`config.mk`:
```
export PLATFORM = sky130hd
export DESIGN_NAME = fifo_symbol_packer
export DESIGN_NICKNAME = d
export VERILOG_FILES = /design/src/rtl/fifo_symbol_packer_pkg.sv /design/src/rtl/fifo_symbol_packer.sv
export SDC_FILE = /design/constraint.sdc
export NUM_CORES = 1
export LEC_CHECK = 0
export BUFFER_PORTS_ARGS = -buffer_cell sky130_fd_sc_hd__buf_2
export CAP_MARGIN = 20
export CORE_MARGIN = 1
export CORE_UTILIZATION = 40
export CTS_CLUSTER_SIZE = 10
export DETAILED_ROUTE_END_ITERATION = 8
export SETUP_SLACK_MARGIN = 0.5
export SYNTH_ARGS = -nofsm -noshare
export SYNTH_HDL_FRONTEND = slang
export SYNTH_SLANG_ARGS = --single-unit
export TNS_END_PERCENT = 1
```
`constraint.sdc`:
```
create_clock -name clk -period 1.85 [get_ports clk]
set_input_delay 0.37 -clock clk [delete_from_list [all_inputs] [get_ports clk]]
set_output_delay 0.37 -clock clk [all_outputs]
set_load 0.05 [all_outputs]
```
`src/rtl/fifo_symbol_packer_pkg.sv`:
```
// ---------------------------------------------------------------------------
// fifo_symbol_packer_pkg
//
// Purpose: constants and types shared by the symbol packer and the FIFO
// wrapper around it. It holds the default symbol width and the symbol count
// per word, the two-state FSM encoding, and a helper that sizes the slot
// counter.
//
// Ports: none (package).
// ---------------------------------------------------------------------------
package fifo_symbol_packer_pkg;

  localparam int DEFAULT_WIDTH = 3;
  localparam int DEFAULT_SYMS  = 3;

  // Packer FSM: collect symbols in FILL, then present the word in HOLD.
  typedef enum logic [0:0] {
    FILL = 1'b0,
    HOLD = 1'b1
  } packer_state_e;

  // Plain vector aliases of the enum values for legacy code that stores the
  // state in a bare logic vector.
  localparam logic [0:0] ST_FILL = FILL;
  localparam logic [0:0] ST_HOLD = HOLD;

  // Slot counter width. The result is never less than 1, so that the
  // counter always has at least one bit.
  function automatic int cnt_width(input int syms);
    return (syms <= 2) ? 1 : $clog2(syms);
  endfunction

endpackage

```
`src/rtl/fifo_symbol_packer.sv`:
```
// ---------------------------------------------------------------------------
// fifo_symbol_packer
//
// Purpose: pops WIDTH-bit symbols from a show-ahead FIFO and packs SYMS of
// them into a single output word. The first symbol popped lands in the LSBs.
// A complete word is held with out_valid=1 until downstream accepts it with
// out_ready. While a word is held, no symbols are popped.
//
// Ports:
//   clk        in   single clock, rising edge
//   rst        in   asynchronous active-high reset
//   empty      in   FIFO empty flag
//   rdata      in   FIFO head symbol (valid whenever empty=0)
//   re         out  FIFO pop strobe (combinational)
//   flush      in   discard the partially assembled word
//   out_data   out  assembled word, WIDTH*SYMS bits
//   out_valid  out  out_data holds a complete word
//   out_ready  in   downstream accepts the word
//   out_par    out  XOR of all out_data bits (only when
//                   FIFO_SYMBOL_PACKER_PARITY_EN is defined)
//
// Configuration macro: FIFO_SYMBOL_PACKER_PARITY_EN
// ---------------------------------------------------------------------------
module fifo_symbol_packer
  import fifo_symbol_packer_pkg::*;
#(
  parameter int WIDTH = DEFAULT_WIDTH,
  parameter int SYMS  = DEFAULT_SYMS
) (
  input  logic                  clk,
  input  logic                  rst,
  input  logic                  empty,
  input  logic [WIDTH-1:0]      rdata,
  output logic                  re,
  input  logic                  flush,
  output logic [WIDTH*SYMS-1:0] out_data,
  output logic                  out_valid,
`ifdef FIFO_SYMBOL_PACKER_PARITY_EN
  output logic                  out_par,
`endif
  input  logic                  out_ready
);

  localparam int                CNT_W     = cnt_width(SYMS);
  localparam logic [CNT_W-1:0]  LAST_SLOT = CNT_W'(SYMS - 1);

  logic [0:0]            state;
  logic [CNT_W-1:0]      cnt;
  logic [WIDTH*SYMS-1:0] next_word;

  // Returns the word with one slot replaced. Slots that have not been
  // filled yet keep stale contents. This is harmless, because out_valid is
  // low until every slot has been written.
  function automatic logic [WIDTH*SYMS-1:0] insert_sym(
    input logic [WIDTH*SYMS-1:0] word,
    input logic [CNT_W-1:0]      slot,
    input logic [WIDTH-1:0]      sym
  );
    logic [WIDTH*SYMS-1:0] w;
    w = word;
    w[slot*WIDTH +: WIDTH] = sym;
    return w;
  endfunction

  assign next_word = insert_sym(out_data, cnt, rdata);

  // The word is valid exactly while the FSM is in HOLD. Because out_valid is
  // a pure function of registered state, it never depends combinationally
  // on out_ready.
  assign out_valid = (state == ST_HOLD);

  // Pop strobe. Popping is allowed only while filling, with data present and
  // no flush. Gating with rst keeps re low for the whole reset pulse, even
  // before the asynchronous clear has taken effect.
  always_comb begin
    re = 1'b0;
    if (!rst && (state == ST_FILL) && !empty && !flush) begin
      re = 1'b1;
    end
  end

  // FSM, slot counter and word register.
  // In FILL: each pop writes one slot. The pop that writes the last slot
  // moves the FSM to HOLD. A flush only rewinds the counter, because the
  // stale slot contents are never exposed. An empty FIFO stalls the FSM and
  // the counter keeps its value.
  // In HOLD: the FSM waits for out_ready and ignores flush.
  always_ff @(posedge clk or posedge rst) begin
    if (rst) begin
      state    <= ST_FILL;
      cnt      <= '0;
      out_data <= '0;
`ifdef FIFO_SYMBOL_PACKER_PARITY_EN
      out_par  <= 1'b0;
`endif
    end else begin
      case (state)
        ST_FILL: begin
          if (flush) begin
            cnt <= '0;
          end else if (re) begin
            out_data <= next_word;
`ifdef FIFO_SYMBOL_PACKER_PARITY_EN
            out_par  <= ^next_word;
`endif
            if (cnt == LAST_SLOT) begin
              cnt   <= '0;
              state <= ST_HOLD;
            end else begin
              cnt <= cnt + CNT_W'(1);
            end
          end
        end
        default: begin
          if (out_ready) begin
            state <= ST_FILL;
          end
        end
      endcase
    end
  end

endmodule

```
==> flow_summary.ini, run 1 <==
[logic_synthesis]
synth.most_common_cell = dfrtp_1
ys_seq_area_frac = 0.477
synthTopCellsByArea = dfrtp_1 48%, a21bo_1 14%, ha_1 9.9%, nand4_1 8.9%, nor4_4 3.4%
synth_xor_area_frac = 0
netlist_area_sq_um = 629
synth.top_cell.area_share = 0.477
synth_top_family_by_area = simple AND/OR/NAND/NOR gates
synth-main-ff-cell = dfrtp_1
synth-adder-area-share = 0.0994
muxShareOfSynthArea = 0
synth_compound_area_frac = 0.179
synth_edf_count = 0
yosys.area.top_type = dfrtp_1
netlist_instances = 53
avgSynthCellArea_sq_um = 11.9
ys_warn_count = 0
async_reset_ff_frac = 1.00
synth-simple-area-share = 0.203
synth_commonest_cells = 12 x dfrtp_1, 9 x a21bo_1, 9 x nand4_1
synthesis.nets = 66
yosys_register_bits = 12
synth_cell_types = 14

[sta]
postLayoutSetupSlackWorst_ns = 0.412
tns_ns = 0
worst_pin_slew_ns = 0.451
max_freq_ghz = 0.695
skew_ns = 0.00145
rsz0062_at_grt = true
drv_slew = 0
finalSetupViolCount = 0
finalCriticalPeriod_ns = 1.44
slew_headroom = 0.699
hold_viol_final = 0
whs_ns = 0.125
finalCritPeriodShare = 0.777

[worst_setup_path]
worstReg2RegStart = cnt[1]
crit_path_start_kind = register
crit_start = out_valid
worstPathCellList = nor4_4 -> buf_6
worstSetupPathType = register to output pin
critPathMaxStageDelay_ns = 0.43
cp.arrival_ns = 1.07
required_ns = 1.48
crit_family = flip-flops
crit_path_end_kind = output pin
slowest_stage = dfrtp_2
path_buf_inv = 1
cp_max_fo = 3

[power]
p_leak_nw = 0.506
clkPwrFrac = 0.310
combPwrFrac = 0.263
internal_power_uw = 461
switchingPower_uw = 221
p_per_area_nw_per_um2 = 813
p_sw_frac = 0.324
p_seq_frac = 0.427
max-vdd-ir-drop_mv = 0.381

[clock_tree]
clock-sinks = 12
cts_tree = yes
cts.path.max_buffers = 2
cts_buffers = 3
cts-hold-fix-buffers = 0
cts_root_buffer = clkbuf_4
cts_htree_levels = 1
insertion_delay_ns = 0.27
clk_pin_slew_ns = 0.08

[global_route]
grt_max_degree = 14
grt_pass1_vias = 479
antenna_found_initial = 0
grt_usage = 0.168
grt_pass1_wl_mm = 2.14
grt-ovfl-total = 0

[floorplan]
boundaryPins = 19
num_rows = 13
chipHeight_um = 41.7
core_sq_um = 1380
die_x_um = 41.7
start_util = 0.455
die-area_sq_um = 1740

[place]
hpwl_um = 924
io_buffers = 18
routabilityCongestion = 0.747
pre_cts_ws_ns = 0.322

[min_path]
hp-class = primary input to asynchronous set/reset pin

[layout]
drive_gt1_frac = 0.461
layout.nets = 90
post-route-util = 0.607
area_growth_pct = 33.4
diodes = 0

[route]
route.detailed.drc = 0
final_antenna_net_count = 0
via_per_inst = 5.36
drt_first_pass_iters = 3
wl_per_cell_um = 13.0
drtIter0Drc = 3
routed_wl_mm = 1.18
vias = 488

[job]
maxCapViolCount = 0

[status]
status = finished, final reports clean
## path summary, 6_finish.rpt
check                               to  slack (ns)  cells past startpoint
min reg2reg                out_data[0]        0.47                      1
min                             cnt[0]        0.13                      2
min in group clk             out_valid        0.27                      2
max                                 re        0.41                      2
max in group asynchronous    out_valid        1.39                      2
max reg2reg                out_data[3]        0.42                      5
## placed cells by master, fill, tap and decap left out
cell      synthesis  layout
a21bo_1           9       9
and3b_1           1       1
buf_2             0      17
buf_4             0       2
buf_6             1       1
clkbuf_4          0       3
clkbuf_8          0       1
dfrtp_1          12      10
dfrtp_2           0       2
ha_1              5       3
ha_2              0       1
ha_4              0       1
inv_1             4       3
inv_2             0       1
nand2_1           1       1
nand2_4           0       3
nand4_1           9       9
nor2_1            1       1
nor3b_4           0       2
nor4_4            1       1
o21a_1            1       1
o21ai_0           3       3
## power by group through the flow
stage                     registers [mW]  clock network, mW  logic [mW]
final                              0.291              0.211       0.179
after global routing               0.294              0.233       0.190
after CTS                          0.292              0.216       0.169
after detailed placement           0.298                  0       0.159
after global placement             0.298                  0       0.158
after floorplan                    0.356                  0      0.0597
## stage by stage
| stage | total power [mW] | area, sq um | cells |
|---|---|---|---|
| after floorplan | 0.416 | 656 | 53 |
| after global placement | 0.456 | 761 | 86 |
| after detailed placement | 0.457 | 761 | 86 |
| after CTS | 0.676 | 818 | 91 |
| after global routing | 0.717 | 840 | 91 |
| final | 0.682 | 840 | 91 |
## cell families (layout without fill, tap and decap cells)
kind of cell    count (synthesis)  count (layout)
simple gates                   18              18
compound gates                 13              13
flops                          12              12
fa+ha+maj                       5               5
buf+inv                         5              28
## worst register-to-register path, delay by kind of cell (launching register included)
kind / cells / cell delay, ns
AO/OA/AOI/OAI: 1 / 0.20
adder cells (fa/ha/maj): 1 / 0.25
buffers and inverters: 1 / 0.16
flip-flops: 1 / 0.41
AND/OR/NAND/NOR: 2 / 0.31
## per-layer routing
layer  track usage  wire length (um)  vias to the layer above
li1              -                 -                      242
met3        0.0391                30                        4
met1         0.202               577                      233
met5             0                 0                        -
met4        0.0968                19                        0
met2         0.272               556                        9
## state kept, by name, indices dropped and copies added (netlist names)
signal and count:
cnt 2, out_valid 1, out_data 9
## area by class of cell
cell class                      instances  area (sq um)
Fill cell                             101           543
Multi-Input combinational cell         36           355
Sequential cell                        12           303
Timing Repair Buffer                   20           111
Clock buffer                            4          36.3
Tap cell                               15          18.8
Inverter                                4          15.0
## timing repair
action                                  CTS  global route
resized for setup                         5             3
pin swaps                                 1             1
endpoints found under the setup margin   10            10
buffers inserted                          1             0
No activity file was read; power rests on OpenSTA's default activity.
==> run 2, diff against run 1 <==
--- a/config.mk
+++ b/config.mk
@@ -11,6 +11,7 @@
 export CORE_UTILIZATION = 40
 export CTS_CLUSTER_SIZE = 10
 export DETAILED_ROUTE_END_ITERATION = 8
+export PLACE_DENSITY = 0.67
 export SETUP_SLACK_MARGIN = 0.5
 export SYNTH_ARGS = -nofsm -noshare
 export SYNTH_HDL_FRONTEND = slang
==> constraint.sdc (replaced) <==
create_clock -name clk -period 1.3 [get_ports clk]
set_input_delay 0.26 -clock clk [delete_from_list [all_inputs] [get_ports clk]]
set_output_delay 0.26 -clock clk [all_outputs]
set_load 0.05 [all_outputs]
==> run 2 against run 1 <==
Against the previous run: the run now ends with setup timing left; routed wire length rose by 1.3%; worst setup slack worse by 0.51 ns; sequential cell count unchanged; design area up 5.4%; non-clock buffer count up 3; largest cell class unchanged; via count shrank 0.20%; combinational power increased by 51%; worst hold slack got worse by 0.11 ns; critical path type unchanged; clock skew increased by 0.0031 ns; core utilization rose by 3.3 points; critical path depth is the same; sequential share of layout area down 2.0 points.
==> flow_summary.ini, run 2 (synthesis gave the netlist of run 1 again) <==
[sta]
whs_ns = 0.0138
rsz0062_at_grt = true
finalCritPeriodShare = 1.08
slew_headroom = 0.696
skew_ns = 0.00451
worst_pin_slew_ns = 0.455
hold_viol_final = 0
drv_slew = 0
finalCriticalPeriod_ns = 1.40
finalSetupViolCount = 6
max_freq_ghz = 0.715
postLayoutSetupSlackWorst_ns = -0.0977

[power]
power_uw = 982
max-vdd-ir-drop_mv = 0.655
p_per_area_nw_per_um2 = 1110
p_leak_nw = 0.520

[worst_setup_path]
critPathMaxStageDelay_ns = 0.44
cp.arrival_ns = 1.14
crit_path_end_kind = output pin
slowest_stage = dfrtp_2
path_buf_inv = 1
cp_max_fo = 3
worstPathCellList = nor4_4 -> buf_6
required_ns = 1.04
crit_path_start_kind = register
crit_family = flip-flops
worstSetupPathType = register to output pin

[route]
wl_per_cell_um = 12.8
route.detailed.drc = 0
vias = 487
final_antenna_net_count = 0
routed_wl_mm = 1.20
via_per_inst = 5.18
drtIter0Drc = 2
drt_first_pass_iters = 4

[clock_tree]
cts_root_buffer = clkbuf_4
insertion_delay_ns = 0.28
post_cts_buffers = 0
cts_buffers = 3
clk_pin_slew_ns = 0.07
cts.path.max_buffers = 2
cts_htree_levels = 1
cts_tree = yes
clock-sinks = 12

[layout]
drive_gt1_frac = 0.494
nFillCells = 103
post-route-util = 0.640
fin_cells = 94
largest_reg_flops = 9
diodes = 0
top_register = out_data
mostFrequentLayoutCells = 12 x buf_2, 11 x dfrtp_1, 9 x nand4_1, 9 x a21bo_1, 6 x buf_4
finalInstanceArea_sq_um = 885
layout_commonest_cell = buf_2
layout.nets = 93
area_growth_pct = 40.6

[global_route]
grt-ovfl-total = 0
grt_max_degree = 13
grt_pass1_wl_mm = 2.24
grt_use_met2 = 0.266
met1_usage = 0.204
antenna_found_initial = 0
grt_usage = 0.176
grt.busiest_layer = met2
grt_pass1_vias = 506
use_met3 = 0.0783

[job]
maxCapViolCount = 0

[floorplan]
die_x_um = 41.7
num_rows = 13
start_util = 0.455
die-area_sq_um = 1740
chipHeight_um = 41.7
core_sq_um = 1380
boundaryPins = 19

[place]
placedInstanceArea_sq_um = 791
routabilityCongestion = 0.733
io_buffers = 18
dp_cells = 90
hpwl_um = 952

[status]
status = complete, but fails checks
violations = setup timing

[min_path]
hp-class = primary input to asynchronous set/reset pin
## run 2: path summary, 6_finish.rpt
check	start	endpoint	slack [ns]	depth (start not counted)
worst max-delay path	out_valid	re	-0.1	2
worst min-delay path	rst	cnt[0]	0.01	2
worst max register to register	cnt[1]	out_data[7]	-0.03	5
worst min register to register	out_data[8]	out_data[8]	0.47	1
min in group clk	out_ready	out_valid	0.14	2
max in group asynchronous	rst	out_valid	0.95	2
## run 2: through the flow
| step | worst slack [ns] | TNS [ns] |
|---|---|---|
| CTS | -0.115 | -0.207 |
| global route | -0.154 | -0.992 |
| global placement | -0.0209 | -0.0687 |
| finish | -0.0977 | -0.178 |
| detailed placement | -0.0537 | -0.353 |
| floorplan | -0.0739 | -0.651 |
## run 2: area by class of cell
type	instances	area, sq um	area share
Timing Repair Buffer	23	161	0.182
Inverter	4	15.0	0.0170
Sequential cell	12	302	0.341
Tap cell	15	18.8	0.0212
Clock buffer	4	36.3	0.0410
Multi-Input combinational cell	36	352	0.397
## run 2: metal layers
metal | part of all wire | vias up
met5 | 0 | -
met4 | 0.024 | 0
met3 | 0.057 | 4
met2 | 0.48 | 12
met1 | 0.44 | 222
li1 | - | 249
## run 2: timing repair
item                       CTS  global route
hold buffers                 0             0
setup endpoints to repair   23            23
resized for setup           14             4
## run 2: power breakdown
group          switching (mW)  total (mW)  internal (mW)
clock                   0.125       0.295          0.170
combinational           0.167       0.270          0.103
sequential             0.0169       0.417          0.400
==> run 3, diff against run 2 <==
--- a/config.mk
+++ b/config.mk
@@ -7,12 +7,15 @@
 export LEC_CHECK = 0
 export BUFFER_PORTS_ARGS = -buffer_cell sky130_fd_sc_hd__buf_2
 export CAP_MARGIN = 20
+export CELL_PAD_IN_SITES_DETAIL_PLACEMENT = 0
+export CELL_PAD_IN_SITES_GLOBAL_PLACEMENT = 1
 export CORE_MARGIN = 1
-export CORE_UTILIZATION = 40
+export CORE_UTILIZATION = 33
 export CTS_CLUSTER_SIZE = 10
 export DETAILED_ROUTE_END_ITERATION = 8
-export PLACE_DENSITY = 0.67
+export PLACE_DENSITY_LB_ADDON = 0.1
 export SETUP_SLACK_MARGIN = 0.5
+export SLEW_MARGIN = 20
 export SYNTH_ARGS = -nofsm -noshare
 export SYNTH_HDL_FRONTEND = slang
 export SYNTH_SLANG_ARGS = --single-unit
==> run 3 against run 2 <==
Against the previous run: the flow still finishes with violations (setup timing); non-clock buffer count grew 2; total power up 1.3%; register-to-register slack about the same; clock skew grew 0.0012 ns; via count is 1.2% higher; sequential power about the same; die area rose by 20%.
==> flow_summary.ini, run 3 (synthesis gave the netlist of run 1 again) <==
[power]
power_uw = 995
internal_power_uw = 685
clkPwrFrac = 0.294
p_seq_frac = 0.422
p_sw_frac = 0.311
combPwrFrac = 0.284
switchingPower_uw = 310
p_per_area_nw_per_um2 = 1070
p_leak_nw = 0.532
max-vdd-ir-drop_mv = 0.582

[sta]
worst_pin_slew_ns = 0.243
drv_slew = 0
rsz0062_at_grt = true
finalSetupViolCount = 2
skew_ns = 0.00567
finalCriticalPeriod_ns = 1.34
whs_ns = 0.0341
hold_viol_final = 0
tns_ns = -0.0647
max_freq_ghz = 0.748
slew_headroom = 0.837
postLayoutSetupSlackWorst_ns = -0.0377
finalCritPeriodShare = 1.03

[floorplan]
die-area_sq_um = 2090
start_util = 0.357
chipHeight_um = 45.7
boundaryPins = 19
core_sq_um = 1760
die_x_um = 45.7
num_rows = 15

[layout]
top_register = out_data
mostFrequentLayoutCells = 11 x dfrtp_1, 9 x nand4_1, 9 x a21bo_1, 9 x buf_2, 9 x buf_6
diodes = 0
post-route-util = 0.526
area_growth_pct = 47.3
largest_reg_flops = 9
fin_cells = 106
drive_gt1_frac = 0.506
layout.nets = 95
finalInstanceArea_sq_um = 927
layout_commonest_cell = dfrtp_1

[place]
hpwl_mm = 1.05
io_buffers = 18
pre_cts_ws_ns = -0.0402
placedInstanceArea_sq_um = 818
routabilityCongestion = 0.731
dp_cells = 102

[clock_tree]
insertion_delay_ns = 0.27
cts.path.max_buffers = 2
post_cts_buffers = 0
clock-sinks = 12
cts_htree_levels = 1
clk_pin_slew_ns = 0.07
cts_root_buffer = clkbuf_4
cts_buffers = 3
cts_tree = yes
cts-hold-fix-buffers = 0

[status]
violations = setup timing
status = complete, but fails checks

[route]
via_per_inst = 4.65
route.detailed.drc = 0
vias = 493
m1WireLength_um = 616
final_antenna_net_count = 0
met3WireLength_um = 58
drtIter0Drc = 6
drt_first_pass_iters = 4
wl_per_cell_um = 12.1
wl_met2_um = 598
routed_wl_mm = 1.28
highest_layer = met4

[global_route]
grt_max_degree = 14
grt-ovfl-total = 0
grt_pass1_wl_mm = 2.15
grt_usage = 0.153
antenna_found_initial = 0
grt_pass1_vias = 456

[min_path]
hp-class = primary input to asynchronous set/reset pin

[job]
maxCapViolCount = 0

[worst_setup_path]
cp_max_fo = 3
crit_path_start_kind = register
required_ns = 1.04
cp.arrival_ns = 1.08
crit_path_end_kind = output pin
worstSetupPathType = register to output pin
[run 3: timing repair]
item,CTS,global route
cloned,0,0
endpoints found under the setup margin,23,23
gates resized for setup,22,0
[run 3: layer usage]
metal,GRT usage,vias to the layer above
li1,-,248
met1,0.203,231
met2,0.229,12
met3,0.0635,2
met4,0.0364,0
met5,0,-
[run 3: worst max-delay path: stages (launching register included)]
cell and delay (ns):
dfrtp_2 0.43, nor4_4 0.18, buf_6 0.20
[run 3: power groups by stage]
stage	sequential (mW)	clock, mW	combinational (mW)
6_report	0.420	0.293	0.282
3_5_place_dp	0.422	0	0.246
3_3_place_gp	0.421	0	0.244
2_1_floorplan	0.508	0	0.0863
4_1_cts	0.420	0.305	0.284
5_1_grt	0.423	0.324	0.303
[run 3: worst paths after layout]
| path | start | end | depth (start not counted) | slack (ns) |
|---|---|---|---|---|
| setup / recovery | out_valid | re | 2 | -0.04 |
| hold / removal | rst | cnt[0] | 3 | 0.03 |
| setup reg to reg | cnt[0] | out_data[5] | 5 | -0.03 |
| hold reg to reg | out_data[7] | out_data[7] | 1 | 0.48 |
| max in group asynchronous | rst | out_data[5] | 4 | 0.90 |
| min in group clk | out_ready | out_valid | 2 | 0.17 |
[run 3: layout make-up]
class                           instances  area [sq um]
Fill cell                             175           837
Multi-Input combinational cell         36           344
Sequential cell                        12           302
Timing Repair Buffer                   25           199
Clock buffer                            4          36.3
Tap cell                               25          31.3
Inverter                                4          15.0
